==> src/rtl/dds_dac_pkg.sv <==
// Shared constants and ramp FSM encoding for the AD9767 output stage.
package dds_dac_pkg;
    localparam int DW         = 14;
    localparam int MID        = 8192;
    localparam int UNITY_GAIN = 128;
    localparam int RAMP_MAX   = 256;

    typedef enum logic [1:0] {
        ST_MUTED   = 2'd0,
        ST_RAMP_UP = 2'd1,
        ST_UNMUTED = 2'd2,
        ST_RAMP_DN = 2'd3
    } ramp_state_e;
endpackage

==> src/rtl/dac_channel_datapath.sv <==
// Per-channel gain, ramp scaling, DC offset and clamp of an offset-binary sample.
// Latency: 4 cycles from in_vld to out_vld.
// Backpressure: none; one sample per cycle is accepted and never stalled.
module dac_channel_datapath #(
    parameter int DW = dds_dac_pkg::DW
) (
    input  logic                 Clk,
    input  logic                 Reset_n,
    input  logic                 in_vld,
    input  logic [DW-1:0]        in_dat,
    input  logic [7:0]           gain,
    input  logic signed [14:0]   offset,
    input  logic [8:0]           ramp,
    output logic                 out_vld,
    output logic [DW-1:0]        out_dat,
    output logic                 sat
);
    import dds_dac_pkg::*;

    localparam int SW  = DW + 1;
    localparam int AW  = DW + 2;
    localparam int PGW = AW + 7;
    localparam int PRW = AW + 8;
    localparam int YW  = DW + 4;
    localparam logic signed [YW-1:0] MID_Y = YW'(MID);
    localparam logic signed [YW-1:0] MAX_Y = YW'((2 ** DW) - 1);

    logic                  s1_vld, s2_vld, s3_vld;
    logic signed [SW-1:0]  s1_s;
    logic [7:0]            s1_gain;
    logic signed [14:0]    s1_off, s2_off, s3_off;
    logic signed [AW-1:0]  s2_a, s3_b;

    logic signed [PGW-1:0] s_ext, g_ext, prod_g;
    logic signed [PRW-1:0] a_ext, r_ext, prod_r;
    logic signed [YW-1:0]  b_ext, off_ext, y;
    logic                  unused_bits;

    assign s_ext  = {{(PGW-SW){s1_s[SW-1]}}, s1_s};
    assign g_ext  = {{(PGW-8){1'b0}}, s1_gain};
    assign prod_g = s_ext * g_ext;

    assign a_ext  = {{(PRW-AW){s2_a[AW-1]}}, s2_a};
    assign r_ext  = {{(PRW-9){1'b0}}, ramp};
    assign prod_r = a_ext * r_ext;

    assign b_ext   = {{(YW-AW){s3_b[AW-1]}}, s3_b};
    assign off_ext = {{(YW-15){s3_off[14]}}, s3_off};
    assign y       = b_ext + off_ext + MID_Y;

    // Low product bits fall below the binary point and are dropped by the shifts.
    assign unused_bits = ^{prod_g[6:0], prod_r[7:0], prod_g[PGW-1], prod_r[PRW-1]};

    always_ff @(posedge Clk or negedge Reset_n) begin
        if (!Reset_n) begin
            s1_vld  <= 1'b0;
            s2_vld  <= 1'b0;
            s3_vld  <= 1'b0;
            out_vld <= 1'b0;
            s1_s    <= '0;
            s1_gain <= '0;
            s1_off  <= '0;
            s2_off  <= '0;
            s3_off  <= '0;
            s2_a    <= '0;
            s3_b    <= '0;
            out_dat <= DW'(MID);
            sat     <= 1'b0;
        end else begin
            s1_vld  <= in_vld;
            s2_vld  <= s1_vld;
            s3_vld  <= s2_vld;
            out_vld <= s3_vld;
            if (in_vld) begin
                // Offset-binary to two's complement is an MSB flip.
                s1_s    <= {~in_dat[DW-1], ~in_dat[DW-1], in_dat[DW-2:0]};
                s1_gain <= gain;
                s1_off  <= offset;
            end
            if (s1_vld) begin
                s2_a   <= prod_g[AW+6:7];
                s2_off <= s1_off;
            end
            if (s2_vld) begin
                s3_b   <= prod_r[AW+7:8];
                s3_off <= s2_off;
            end
            sat <= 1'b0;
            if (s3_vld) begin
                if (y[YW-1]) begin
                    out_dat <= '0;
                    sat     <= 1'b1;
                end else if (y > MAX_Y) begin
                    out_dat <= MAX_Y[DW-1:0];
                    sat     <= 1'b1;
                end else begin
                    out_dat <= y[DW-1:0];
                end
            end
        end
    end
endmodule

==> src/rtl/ad9767_dac_output_stage.sv <==
// Two-channel DAC output stage: scaling, soft-mute ramp, AD9767 CLK/WRT strobes.
// Latency: 4 cycles to processed sample, then held until the next falling strobe.
// Backpressure: none; surplus samples within one DAC period are overwritten.
module ad9767_dac_output_stage #(
    parameter int DW       = dds_dac_pkg::DW,
    parameter int DIV      = 2,
    parameter int RAMP_DIV = 64
) (
    input  logic                 Clk,
    input  logic                 Reset_n,
    input  logic                 In_valid,
    input  logic [DW-1:0]        In_data1,
    input  logic [DW-1:0]        In_data2,
    input  logic [7:0]           Gain1,
    input  logic [7:0]           Gain2,
    input  logic signed [14:0]   Offset1,
    input  logic signed [14:0]   Offset2,
    input  logic                 Mute,
    output logic [DW-1:0]        Data1,
    output logic [DW-1:0]        Data2,
    output logic                 CLK1,
    output logic                 CLK2,
    output logic                 WRT1,
    output logic                 WRT2,
    output logic                 Muted,
    output logic                 Sat1,
    output logic                 Sat2
);
    import dds_dac_pkg::*;

    localparam int PW = $clog2(DIV);
    localparam int TW = (RAMP_DIV > 1) ? $clog2(RAMP_DIV) : 1;
    localparam logic [PW-1:0] P_LAST = PW'(DIV - 1);
    localparam logic [PW-1:0] P_HALF = PW'(DIV / 2);
    localparam logic [TW-1:0] T_LAST = TW'(RAMP_DIV - 1);
    localparam logic [8:0]    R_MAX  = 9'(RAMP_MAX);
    localparam logic [DW-1:0] MID_D  = DW'(MID);

    logic [PW-1:0] phase, phase_nxt;
    logic          load, strobe;

    ramp_state_e   st, st_nxt;
    logic [8:0]    r, r_nxt;
    logic [TW-1:0] tmr, tmr_nxt;
    logic          tick;

    logic          vld1, vld2;
    logic [DW-1:0] dat1, dat2, lat1, lat2;

    assign phase_nxt = (phase == P_LAST) ? '0 : phase + 1'b1;
    assign load      = (phase_nxt == P_HALF);
    assign tick      = (tmr == T_LAST);

    always_comb begin
        st_nxt  = st;
        r_nxt   = r;
        tmr_nxt = tmr;
        case (st)
            ST_MUTED: begin
                if (!Mute) st_nxt = ST_RAMP_UP;
            end
            ST_RAMP_UP: begin
                if (r == R_MAX)  st_nxt = ST_UNMUTED;
                else if (Mute)   st_nxt = ST_RAMP_DN;
                else if (tick) begin
                    r_nxt   = r + 1'b1;
                    tmr_nxt = '0;
                end else         tmr_nxt = tmr + 1'b1;
            end
            ST_UNMUTED: begin
                if (Mute) st_nxt = ST_RAMP_DN;
            end
            ST_RAMP_DN: begin
                if (r == '0)     st_nxt = ST_MUTED;
                else if (!Mute)  st_nxt = ST_RAMP_UP;
                else if (tick) begin
                    r_nxt   = r - 1'b1;
                    tmr_nxt = '0;
                end else         tmr_nxt = tmr + 1'b1;
            end
            default: st_nxt = ST_MUTED;
        endcase
        // A direction change restarts the step interval from the current level.
        if (st_nxt != st) tmr_nxt = '0;
    end

    always_ff @(posedge Clk or negedge Reset_n) begin
        if (!Reset_n) begin
            st  <= ST_MUTED;
            r   <= '0;
            tmr <= '0;
        end else begin
            st  <= st_nxt;
            r   <= r_nxt;
            tmr <= tmr_nxt;
        end
    end

    dac_channel_datapath #(.DW(DW)) u_ch1 (
        .Clk     (Clk),
        .Reset_n (Reset_n),
        .in_vld  (In_valid),
        .in_dat  (In_data1),
        .gain    (Gain1),
        .offset  (Offset1),
        .ramp    (r),
        .out_vld (vld1),
        .out_dat (dat1),
        .sat     (Sat1)
    );

    dac_channel_datapath #(.DW(DW)) u_ch2 (
        .Clk     (Clk),
        .Reset_n (Reset_n),
        .in_vld  (In_valid),
        .in_dat  (In_data2),
        .gain    (Gain2),
        .offset  (Offset2),
        .ramp    (r),
        .out_vld (vld2),
        .out_dat (dat2),
        .sat     (Sat2)
    );

    // Data moves on the falling strobe so it is settled half a period before the rise.
    always_ff @(posedge Clk or negedge Reset_n) begin
        if (!Reset_n) begin
            phase  <= '0;
            strobe <= 1'b0;
            lat1   <= MID_D;
            lat2   <= MID_D;
            Data1  <= MID_D;
            Data2  <= MID_D;
        end else begin
            phase  <= phase_nxt;
            strobe <= (phase_nxt < P_HALF);
            if (vld1) lat1 <= dat1;
            if (vld2) lat2 <= dat2;
            if (load) begin
                Data1 <= vld1 ? dat1 : lat1;
                Data2 <= vld2 ? dat2 : lat2;
            end
        end
    end

    assign CLK1  = strobe;
    assign CLK2  = strobe;
    assign WRT1  = strobe;
    assign WRT2  = strobe;
    assign Muted = (st == ST_MUTED);
endmodule
==> config.mk <==
export PLATFORM = sky130hd
export DESIGN_NAME = ad9767_dac_output_stage
export DESIGN_NICKNAME = d
export VERILOG_FILES = /design/src/rtl/dds_dac_pkg.sv /design/src/rtl/dac_channel_datapath.sv /design/src/rtl/ad9767_dac_output_stage.sv
export SDC_FILE = /design/constraint.sdc
export NUM_CORES = 2
export LEC_CHECK = 0
export CAP_MARGIN = 20
export CORE_ASPECT_RATIO = 1.2
export CORE_MARGIN = 2
export CORE_UTILIZATION = 55
export DETAILED_ROUTE_END_ITERATION = 8
export GPL_TIMING_DRIVEN = 0
export PLACE_DENSITY = 0.73
export SETUP_SLACK_MARGIN = 0.5
export SLEW_MARGIN = 10
export SYNTH_ARGS = -nofsm -noshare
export SYNTH_HDL_FRONTEND = slang
export SYNTH_SLANG_ARGS = --single-unit
==> constraint.sdc <==
create_clock -name Clk -period 6.8 [get_ports Clk]
set_clock_uncertainty 0.2 [all_clocks]
set_input_delay 0.68 -clock Clk [delete_from_list [all_inputs] [get_ports Clk]]
set_output_delay 0.68 -clock Clk [all_outputs]
set_load 0.02 [all_outputs]
Word-level counts from Yosys, hierarchy flattened --
Cells that the tools add are included.
Storage, ports and cells: word-level logic and storage cells 102, flip-flop bits (word level) 307, input port bits 78, output and inout bits 35
Operators by class: muxes and demuxes 32, multipliers 4, reductions and logical operators 6, bitwise gates (word level) 2, order comparisons 3, add/sub/neg operators 8, equality and inequality tests 16
Operator list (count):
- $mux W14 | 6
- $mux W9 | 6
- $mul A16 B10 Y24 | 2
- $mul A14 B9 Y23 | 2
- $add A18 B15 Y18 const B | 2
- $gt A18 B15 Y1 const B | 2
- $mux W6 | 6
- $add A16 B15 Y17 | 2
- $pmux W9 S2 | 1
- $ne A2 B2 Y1 const B | 6
- $ne A3 B3 Y1 const B | 4
- $pmux W6 S2 | 1
- $add A9 B1 Y9 const B | 1
- $eq A9 B9 Y1 const B | 1
- $logic_not A9 Y1 | 1
- $sub A9 B1 Y9 const B | 1
- $mux W2 | 4
- $pmux W2 S4 | 1
- $mux W1 | 7
- $reduce_and A7 Y1 | 1
- $add A6 B1 Y6 const B | 1
- $eq A6 B6 Y1 const B | 1
- $reduce_and A5 Y1 | 1
- $eq A2 B2 Y1 const B | 2
- 8 further kinds | 9

Depth between registers and ports, before layout --
depth in word-level cells 6, mapped depth 23, depth with buffers taken out 21

Modules after synthesis --
A second synthesis with hierarchy kept.
Second synthesis, totals: cells, all modules 3113, area total of the unflattened synthesis 31567.8 sq um
Modules (own cells, without submodules):
- dac_channel_datapath at u_ch2 | cells an instance 1444, times used 1, area each 14161.1 sq um
- dac_channel_datapath at u_ch1 | cells an instance 1405, times used 1, area each 14022.2 sq um
- ad9767_dac_output_stage | cells an instance 264, times used 1, area each 3384.5 sq um

Worst setup path after synthesis --
Ideal clock, no wire load.
path type register to register, start point reg r[2], end point reg u_ch2.s3_b[15], setup slack 0.664 ns, clock period less this slack 6.136 ns, stages on the path, launching flop included 24, path buffers 2, data arrival time 5.811 ns, cell sequence dfrtp_1 > clkbuf_1 > clkbuf_1 > nand2_1 > fa_1 > inv_1 > fa_1 > inv_1 > fa_1 > inv_1 > fa_1 > inv_1 > fa_1 > inv_1 > ha_1 > or3_1 > a221oi_1 > o41ai_2 > a21oi_1 > o41ai_2 > a211oi_1 > a21oi_1 > xnor2_1 > mux2_2
On the way: longest elaborated chain between the ends 1
RTL lines:
- start, declared | RTL line ad9767_dac_output_stage.sv:43 | logic [8:0] r, r_nxt;
- start signal, assigned | RTL line ad9767_dac_output_stage.sv:94 | r <= r_nxt;
- $mul A16 B10 Y24 | RTL line dac_channel_datapath.sv:45 | assign prod_r = a_ext * r_ext;
- end signal, assigned | RTL line dac_channel_datapath.sv:85 | s3_b <= prod_r[AW+7:8];
- end, declared | RTL line dac_channel_datapath.sv:32 | logic signed [AW-1:0] s2_a, s3_b;
No other way between the ends. A chain may end at the register's enable or synchronous reset.

Worst setup path in the final report --
start point reg r[5], end point reg u_ch2.s3_b[14]
The elaborated chain is that of the path after synthesis.

==> impl_metrics.toml <==
[placed_design]
gp_congestion = 0.922
hpwl_um = 57800
io_buffers = 112

[logic_synthesis]
syn_area_um2 = 30700
yosysUniqueCellTypes = 78
synthFlopType = "dfrtp_1"
yosysWarnings = 0
synth_top_area_cell = "fa_1"
ys_seq_area_frac = 0.251
syn_inst = 3035
synth_seq_cells = 307
synth_most_common_cell = "inv_1"
synth_commonest_cells = "inv_1, fa_1, nand2_1"
synth_edf_count = 0
synthArstFlopShare = 1.00
syn_nets = 3748
netlist_top_cells_area = "fa_1, dfrtp_1, ha_1"
synth.top_cell.area_share = 0.267
synth.avg_cell_area_um2 = 10.1

[timing]
hold_viol = 0
worst_pin_slew_ns = 0.953
min_period_ns = 6.14
drv_slew = 0
rsz0062_at_grt = "no"
period_share = 0.902
setup_violations = 0
relSlewSlack = 0.365
fmax_ghz = 0.163

[flow_run]
maxCapViolations = 0

[finish]
antenna_cells = 0
drive_above_1_share = 0.129
nFillCells = 4455
finalNetCount = 3919
syn_to_final_growth_pct = 12.6
fin_util = 0.628

[clock_network]
cts_made_buffers = 37
clock_latency_ns = 0.58
htree_num_levels = 2
tritoncts = "yes"
clockRootBuffer = "clkbuf_16"
clk_pin_slew_ns = 0.06
clockBufferDepth = 3
cts.sinks = 307

[setup_path]
crit_chain = "buf_4 -> and2_1 -> fa_1 -> fa_1 -> inv_1 -> fa_1 -> inv_1 -> fa_1 -> inv_1 -> fa_1 -> inv_1 -> ha_1 -> or3_4 -> a221oi_4 -> o41ai_4 -> a21oi_2 -> buf_6 -> o41ai_4 -> a211oi_2 -> o21bai_1 -> xor2_1 -> mux2_2"
cp.required_ns = 7.07
cpMostUsedCell = "fa_1"
end_kind = "flip-flop"
critPathMaxStageDelay_ns = 0.53
critPathLaunchType = "flip-flop"
worst_ep_arrival_time_ns = 6.40
critPathMaxFanout = 10
path_class = "flip-flop to flip-flop"
crit_slowest_cell = "fa_1"

[run_status]
status = "completed"

[floorplan]
die_x_um = 220
die_area_um2 = 57700
start_util = 0.558
fp.coreArea_um2 = 55000
num_io_pins = 113
row_count = 94
die_h_um = 263

[grt]
grt_max_degree = 104
antenna_found_initial = 0
first_global_vias = 24000
overflow = 0
grt_usage = 0.262
grt_pass1_wl_um = 120000

[worst_hold_path]
min_path_type = "flip-flop to flip-flop"

[drt]
wl_um = 72100
num_vias = 21500
first_pass_iters = 6
avgViaCountPerCell = 5.44
first_iter_violations = 1173
wl_per_cell_um = 18.2
drc = 0
ant_nets = 0
[cell type report]
cell class                 count  area (um^2)  share of cell area
buffer                       122          621              0.0180
clock buffer                  45         1010              0.0291
clock inverter                21          354              0.0102
inverter                     586         2200              0.0637
multi-input combinational   2020        20400               0.591
sequential                   307         7700               0.223
tap                          720          901              0.0261
timing repair buffer         132         1340              0.0389
[path summary, 6_finish.rpt]
kind	start	endpoint	slack [ns]	cells after the start
worst min-delay path	phase$_DFF_PN0_	CLK1$_DFF_PN0_	0.18	0
min in group asynchronous	Reset_n	tmr[3]$_DFFE_PN0P_	0.43	2
worst max-delay path	r[5]$_DFFE_PN0P_	u_ch2.s3_b[14]$_DFFE_PN0P_	0.66	22
worst min register to register	phase$_DFF_PN0_	CLK1$_DFF_PN0_	0.18	0
worst max register to register	r[5]$_DFFE_PN0P_	u_ch2.s3_b[14]$_DFFE_PN0P_	0.66	22
max in group asynchronous	Reset_n	lat2[13]$_DFF_PN1_	4.81	4
[worst max-delay path, delay by kind of cell (launching register included)]
family	cells	cell delay [ns]
AND/OR/NAND/NOR	2	0.56
multiplexers	1	0.27
buffers and inverters	6	0.55
AO/OA/AOI/OAI	6	1.15
adder cells (fa/ha/maj)	6	2.58
XOR/XNOR	1	0.19
flip-flops	1	0.49
[stage by stage]
step	setup TNS [ns]	std cells	hold slack, ns	setup slack [ns]	cell area [um^2]
after floorplan	0	3035	0.152	0.664	30700
after global placement	-2557.56	3867	0.159	-8.48	32700
after detailed placement	-2.63	3870	0.172	-0.581	32800
after CTS	0	3939	0.185	0.488	34300
after global routing	0	3953	0.204	0.491	34600
final	0	3953	0.182	0.663	34600
[cells by family (layout without fill, tap and decap cells)]
| logic type | after synthesis | in the layout | synth area share |
|---|---|---|---|
| XOR/XNOR | 122 | 122 | 0.0351 |
| AND/OR/NAND/NOR | 748 | 748 | 0.120 |
| adder cells (fa/ha/maj) | 635 | 635 | 0.359 |
| buffers and inverters | 708 | 906 | 0.0870 |
| AO/OA/AOI/OAI | 278 | 278 | 0.0618 |
| flip-flops | 307 | 307 | 0.251 |
| multiplexers | 237 | 237 | 0.0872 |
[flip-flops by register name, indices dropped and copies added, names as in the netlist, 15 cells and up]
| signal | cells |
|---|---|
| u_ch2.s3_off | 15 |
| u_ch2.s1_off | 15 |
| u_ch1.s3_off | 15 |
| u_ch2.s2_a | 16 |
| u_ch2.s3_b | 16 |
| u_ch1.s2_off | 15 |
| u_ch2.s2_off | 15 |
| u_ch1.s3_b | 16 |
| u_ch1.s1_off | 15 |
| u_ch1.s2_a | 16 |
[layout by cell type, fill, tap and decap left out, types with 6 or more instances in the layout]
master | netlist | final
a21oi_1 | 65 | 62
xor2_1 | 41 | 41
and2_1 | 241 | 241
o21a_1 | 21 | 21
clkbuf_2 | 0 | 27
ha_1 | 226 | 225
buf_4 | 3 | 21
nor2_1 | 73 | 73
a31oi_1 | 20 | 19
fa_1 | 409 | 409
o21ai_0 | 59 | 59
buf_6 | 0 | 6
nor3_1 | 20 | 20
bufinv_16 | 0 | 6
dfrtp_2 | 0 | 6
o21ai_1 | 7 | 7
or3_1 | 8 | 7
and3_1 | 11 | 11
clkdlybuf4s50_1 | 0 | 111
a21o_1 | 22 | 22
nand2b_1 | 14 | 14
nand3_1 | 25 | 25
o221ai_1 | 6 | 6
xnor2_1 | 80 | 78
clkbuf_1 | 87 | 55
nor2b_1 | 13 | 13
o31ai_1 | 13 | 13
buf_1 | 32 | 23
nand2_1 | 323 | 323
inv_1 | 586 | 586
dfstp_2 | 6 | 6
dfrtp_1 | 301 | 295
o21bai_1 | 9 | 9
mux2_2 | 234 | 234
clkbuf_16 | 0 | 37
[layer usage]
layer | global-route usage | wire length (um) | part of all wire
met1 | 0.313 | 28000 | 0.39
met2 | 0.470 | 37800 | 0.52
met3 | 0.0311 | 3100 | 0.043
met4 | 0.114 | 3180 | 0.044
met5 | 0 | 0 | 0
[repair_timing]
| action | 4_1_cts | 5_1_grt |
|---|---|---|
| pin swaps | 1 | 8 |
| setup endpoints to repair | 19 | 18 |
| setup buffers | 2 | 14 |
| resized for setup | 27 | 114 |
| hold endpoints to repair | 57 | 0 |
| hold buffers | 1 | 0 |
Power is not shown: default switching activity piles up to over one toggle a cycle in this logic, so the estimate is an artifact.
